--- config.mk ---
export PLATFORM = sky130hd
export DESIGN_NAME = wb_port_arbiter
export DESIGN_NICKNAME = d
export VERILOG_FILES = /design/src/rtl/wb_port_arbiter.sv
export SDC_FILE = /design/constraint.sdc
export NUM_CORES = 1
export LEC_CHECK = 0
export CORE_MARGIN = 2
export CORE_UTILIZATION = 30
export DETAILED_ROUTE_END_ITERATION = 16
export GPL_TIMING_DRIVEN = 0
export HOLD_SLACK_MARGIN = 0.02
export PLACE_DENSITY_LB_ADDON = 0.15
export SLEW_MARGIN = 40
export SYNTH_ARGS = -nofsm -noshare
export SYNTH_HDL_FRONTEND = slang
export SYNTH_SLANG_ARGS = --single-unit
--- constraint.sdc ---
create_clock -name clk -period 2.1 [get_ports clk]
set_clock_uncertainty 0.15 [all_clocks]
set_input_delay 0.525 -clock clk [delete_from_list [all_inputs] [get_ports clk]]
set_output_delay 0.525 -clock clk [all_outputs]
set_load 0.02 [all_outputs]
--- src/rtl/wb_port_arbiter.sv ---
// wb_port_arbiter: two-requester round-robin arbiter for the register-file write port
//   clk                        single clock, all state updates on posedge
//   rst_n                      synchronous reset, active-low
//   req_a/addr_a/data_a/ack_a  main writeback requester (ack is a one-cycle pulse)
//   req_b/addr_b/data_b/ack_b  secondary writer (e.g. a multi-cycle unit)
//   sel                        last granted source (0 = A, 1 = B)
//   wr_en/wr_addr/wr_data      register-file write port
//   busy                       high during the one-cycle GRANT state
// Build option ZERO_REG_DROP_EN: grants to address 0 complete the handshake
// (ack, busy) but keep wr_en low, so writes to $0 are discarded.
module wb_port_arbiter #(
  parameter int DW = 32,
  parameter int AW = 5
) (
  input  logic          clk,
  input  logic          rst_n,
  input  logic          req_a,
  input  logic [AW-1:0] addr_a,
  input  logic [DW-1:0] data_a,
  output logic          ack_a,
  input  logic          req_b,
  input  logic [AW-1:0] addr_b,
  input  logic [DW-1:0] data_b,
  output logic          ack_b,
  output logic          sel,
  output logic          wr_en,
  output logic [AW-1:0] wr_addr,
  output logic [DW-1:0] wr_data,
  output logic          busy
);
  typedef enum logic {IDLE, GRANT} state_t;
  state_t r_state, w_state;
  logic r_last, r_sel, r_ack_a, r_ack_b, r_wr_en, r_busy;
  logic [AW-1:0] r_wr_addr, w_addr;
  logic [DW-1:0] r_wr_data, w_data;
  logic w_grant, w_pick_b, w_wr_en;
  // r_last = 1 means B won most recently, so A wins the next tie
  always_comb begin
    w_grant  = (r_state == IDLE) && (req_a || req_b);
    w_pick_b = req_b && !(req_a && r_last);
    w_state  = w_grant ? GRANT : IDLE;
    w_addr   = w_pick_b ? addr_b : addr_a;
    w_data   = w_pick_b ? data_b : data_a;
`ifdef ZERO_REG_DROP_EN
    w_wr_en  = w_grant && (w_addr != '0);
`else
    w_wr_en  = w_grant;
`endif
  end
  always_ff @(posedge clk) begin
    if (!rst_n) begin
      r_state   <= IDLE;
      r_last    <= 1'b1;
      r_sel     <= 1'b0;
      r_ack_a   <= 1'b0;
      r_ack_b   <= 1'b0;
      r_wr_en   <= 1'b0;
      r_busy    <= 1'b0;
      r_wr_addr <= '0;
      r_wr_data <= '0;
    end else begin
      r_state <= w_state;
      r_wr_en <= w_wr_en;
      r_ack_a <= w_grant && !w_pick_b;
      r_ack_b <= w_grant && w_pick_b;
      r_busy  <= w_grant;
      if (w_grant) begin
        r_sel     <= w_pick_b;
        r_last    <= w_pick_b;
        r_wr_addr <= w_addr;
        r_wr_data <= w_data;
      end
    end
  end
  assign ack_a   = r_ack_a;
  assign ack_b   = r_ack_b;
  assign sel     = r_sel;
  assign wr_en   = r_wr_en;
  assign wr_addr = r_wr_addr;
  assign wr_data = r_wr_data;
  assign busy    = r_busy;
endmodule

## Word level (Yosys, flattened, before mapping)

Cells that the tools add are included.

- Flip-flop bits (word level): 43
- Output and inout bits: 42

- Mux-type cells: 3
- Bitwise logic cells: 1
- Reduce and logical (&&, ||, !) cells: 8

Operators with widths:

| operator | number |
|---|---|
| $mux W32 | 1 |
| $logic_and A1 B1 Y1 | 5 |
| $mux W5 | 1 |
| $logic_not A1 Y1 | 2 |
| $logic_or A1 B1 Y1 | 1 |
| $mux W1 | 1 |
| $not A1 Y1 | 1 |

## Depth between registers and ports, before layout

- Word-level depth: 5
- Mapped depth: 5
- Mapped depth without buffers: 3

## Least setup slack after synthesis

No wires, ideal clock.

- Path type: flip-flop to flip-flop
- From: reg r_state
- To: reg r_wr_data[10] (netlist: wr_data[10])
- Library setup time: 0.122 ns
- Data arrival time: 1.366 ns
- Setup slack: 0.462 ns
- Cell stages (with the launch flop): 6
- Clock period less this slack: 1.638 ns
- Cell sequence: dfxtp_1 -> nand2b_4 -> a211oi_2 -> buf_2 -> buf_4 -> a221o_1

- Longest elaborated chain between the ends: 2

RTL lines:

| element | line | source |
|---|---|---|
| start, declared | 32 | `state_t r_state, w_state;` |
| start signal, assigned | 62 | `r_state <= w_state;` |
| $not A1 Y1 | 39 | `w_grant = (r_state == IDLE) && (req_a \|\| req_b);` |
| $logic_and A1 B1 Y1 | 39 |  |
| end signal, assigned | 71 | `r_wr_data <= w_data;` |
| end, declared | 35 | `logic [DW-1:0] r_wr_data, w_data;` |

No other way between the ends.
A chain may end at the register's enable or synchronous reset.

## Worst setup path after layout

- From: in req_b
- To: reg r_wr_data[18] (netlist: wr_data[18])

- Longest elaborated chain between the ends: 2
- Elaborated cells between the ends (all ways): 4
- Classes of those cells: 1 x mux; 3 x reduce/logical

RTL lines:

| element | line | source |
|---|---|---|
| start, declared | 21 | `input logic req_b,` |
| $logic_and A1 B1 Y1 or $logic_or A1 B1 Y1 (tied branches) | 40, 39 |  |
| $mux W32 or $logic_and A1 B1 Y1 (tied branches) | 43, 39 |  |

Several ways; a longest one is shown, not always the timed one.

==> impl_metrics.toml <==
[outcome]
status = "finished clean"

[critical_path]
critPathTopFamily = "buffers and inverters"
regToRegStartpoint = "r_state"
worst_path_max_delay_cell = "clkdlybuf4s50_1"
reg2reg_to = "wr_data[18]"
regToRegSetupSlack_ps = 470
cp.depth = 6
path_cells = "clkdlybuf4s50_1 -> nor2b_1 -> buf_4 -> buf_2 -> nor3_1 -> a221o_1"
cp.arrival_ps = 2020
path_max_fanout = 10
critPathLaunch = "req_b"
crit_path_max_incr_delay_ps = 500
ff2ff_path_depth = 5
crit_end = "wr_data[18]"
critPathKind = "in -> reg"
worst_setup_path_start_kind = "input port"
crit_path_end_kind = "flip-flop"
crit_buf_inv = 3
cp.required_ps = 2130

[sta]
min_period_over_period = 0.947
min_period_ps = 1990
drv_slew = 0
finalHoldViolCount = 0
fin_tns_setup_ps = 0
finalSetupViolations = 0
rsz0062_at_grt = "false"
worstMarginPinSlew_ps = 516
fmax_mhz = 503
relSlewSlack = 0.656

[global_route]
grt-ovfl-total = 0
grt_max_degree = 13
grt_pass1_vias = 1818
grt_pass1_wl_um = 8910
grtUsageTotal = 0.178
antenna_found_initial = 0

[clock_tree]
worstSkewPairLatency_ps = 290
clock-sinks = 42
clk_path_buf_depth = 2
clk_pin_slew_ps = 80
htreeDepth = 2
cts_tree = "yes"
cts_hold_buf = 0
postCtsSetupRepairBufs = 0
clock-root-buffer = "clkbuf_8"
numCtsBuffers = 5

[synth]
synth_fp_nets = 264
syn-cell-area_mm2 = 0.00173
syn_inst = 186
ys_seq_area_frac = 0.485
synth_seq_cells = 42
avgSynthCellArea_um2 = 9.32
yosysWarnings = 0
synth_cell_types = 18

[placement]
dpl_cell_area_mm2 = 0.00302
dpl.hpwl_um = 4210
place_congestion = 0.762
post-place-cells = 377
port_buffers = 119

[cells_and_area]
nNetsFinal = 390
final_cells = 385
syn_to_final_growth_pct = 80.4
layout-drive-gt1-share = 0.0767
antenna_cells = 0
fin_area_mm2 = 0.00313

[worst_hold_path]
hold_class = "reg -> reg"

[pwr]
vdd_drop_max_v = 0.000300
p_leak_uw = 0.00123
power_density_mw_per_mm2 = 677
total_power_uw = 2120

[routing]
wire_per_inst_um = 14.9
antenna_left = 0
dr.pass1.iters = 4
num_vias = 1894
first_iter_violations = 120
drcViolationCount = 0
wl_um = 5720
viasPerCell = 4.92

[run]
maxCapViolations = 0

[die]
fp.dieW_um = 80.0
dieArea_mm2 = 0.00640
core-area_mm2 = 0.00554
initial_utilization = 0.313
io_pins = 120
num_rows = 27
die_h_um = 80.0
==> synthesized netlist by cell type <==
library cell,count,share of area
nor2b_1,1,0.0036
buf_2,10,0.029
nor2_1,2,0.0043
inv_1,2,0.0043
buf_4,3,0.013
nand2_1,37,0.080
buf_1,2,0.0043
nor3_1,38,0.11
o311ai_0,1,0.0051
buf_6,2,0.013
dfxtp_1,42,0.48
o21a_1,1,0.0043
a21o_1,1,0.0043
a211oi_2,1,0.0072
clkbuf_1,4,0.0087
a221o_1,37,0.21
nand2b_4,1,0.0079
o21ai_0,1,0.0029
==> power breakdown <==
group          switching (uW)  internal [uW]  total [uW]
Clock                     275            356         631
Combinational             247            328         576
Sequential               40.8            869         910
Total                     563           1550        2120
==> placed cells by master, fill, tap and decap left out, drive strengths merged <==
cell	count
a211oi	1
a21o	1
a221o	37
buf	16
bufinv	1
clkbuf	12
clkdlybuf4s50	118
dfxtp	42
dlymetal6s2s	1
inv	2
nand2	37
nand2b	1
nor2	2
nor2b	1
nor3	38
o21a	1
o21ai	1
o311ai	1
==> cells by family after synthesis <==
family / Yosys count / share of synthesized area
AND/OR/NAND/NOR: 79 / 0.206
flip-flops: 42 / 0.485
buffers and inverters: 23 / 0.0722
AO/OA/AOI/OAI: 42 / 0.237
==> registers in the layout (all words and copies together), names as in the netlist <==
signal	count
ack_a	1
ack_b	1
r_last	1
r_state	1
sel	1
wr_addr	5
wr_data	32
==> final cells by class <==
type                            instances  area, um^2
Fill cell                             523        2410
Timing Repair Buffer                  119        1190
Sequential cell                        42         842
Multi-Input combinational cell        121         768
Buffer                                 21         120
Tap cell                               72        90.1
Clock buffer                            7        76.3
Clock inverter                          1        30.0
Inverter                                2        7.51
==> routing by layer <==
layer	global-route usage	routed length [um]
met3	0.0577	445
met1	0.229	2570
met4	0.0458	47
met5	0	0
met2	0.288	2660
==> how the worst min path moves through the flow <==
stage          startpoint  depth (start not counted)  endpoint  slack (ps)
4_1_cts               sel                          1       sel         310
3_3_place_gp          sel                          1       sel         280
2_1_floorplan      r_last                          2    r_last         380
6_report              sel                          1       sel         310
3_5_place_dp          sel                          1       sel         290
5_1_grt               sel                          1       sel         330
==> per-stage QoR <==
step                hold WS [ps]  setup slack, ps   util
floorplan                    376              463      -
finish                       310              112  0.565
global route                 332             8.99  0.565
detailed placement           293             -225  0.544
CTS                          312             32.9  0.564
global placement             285             -200  0.544
==> repair_timing <==
action	in CTS	in global routing
resized for setup	1	2
endpoints found under the setup margin	1	5
hold endpoints to repair	0	0
Note: power is estimated with default switching activity, not from simulation.
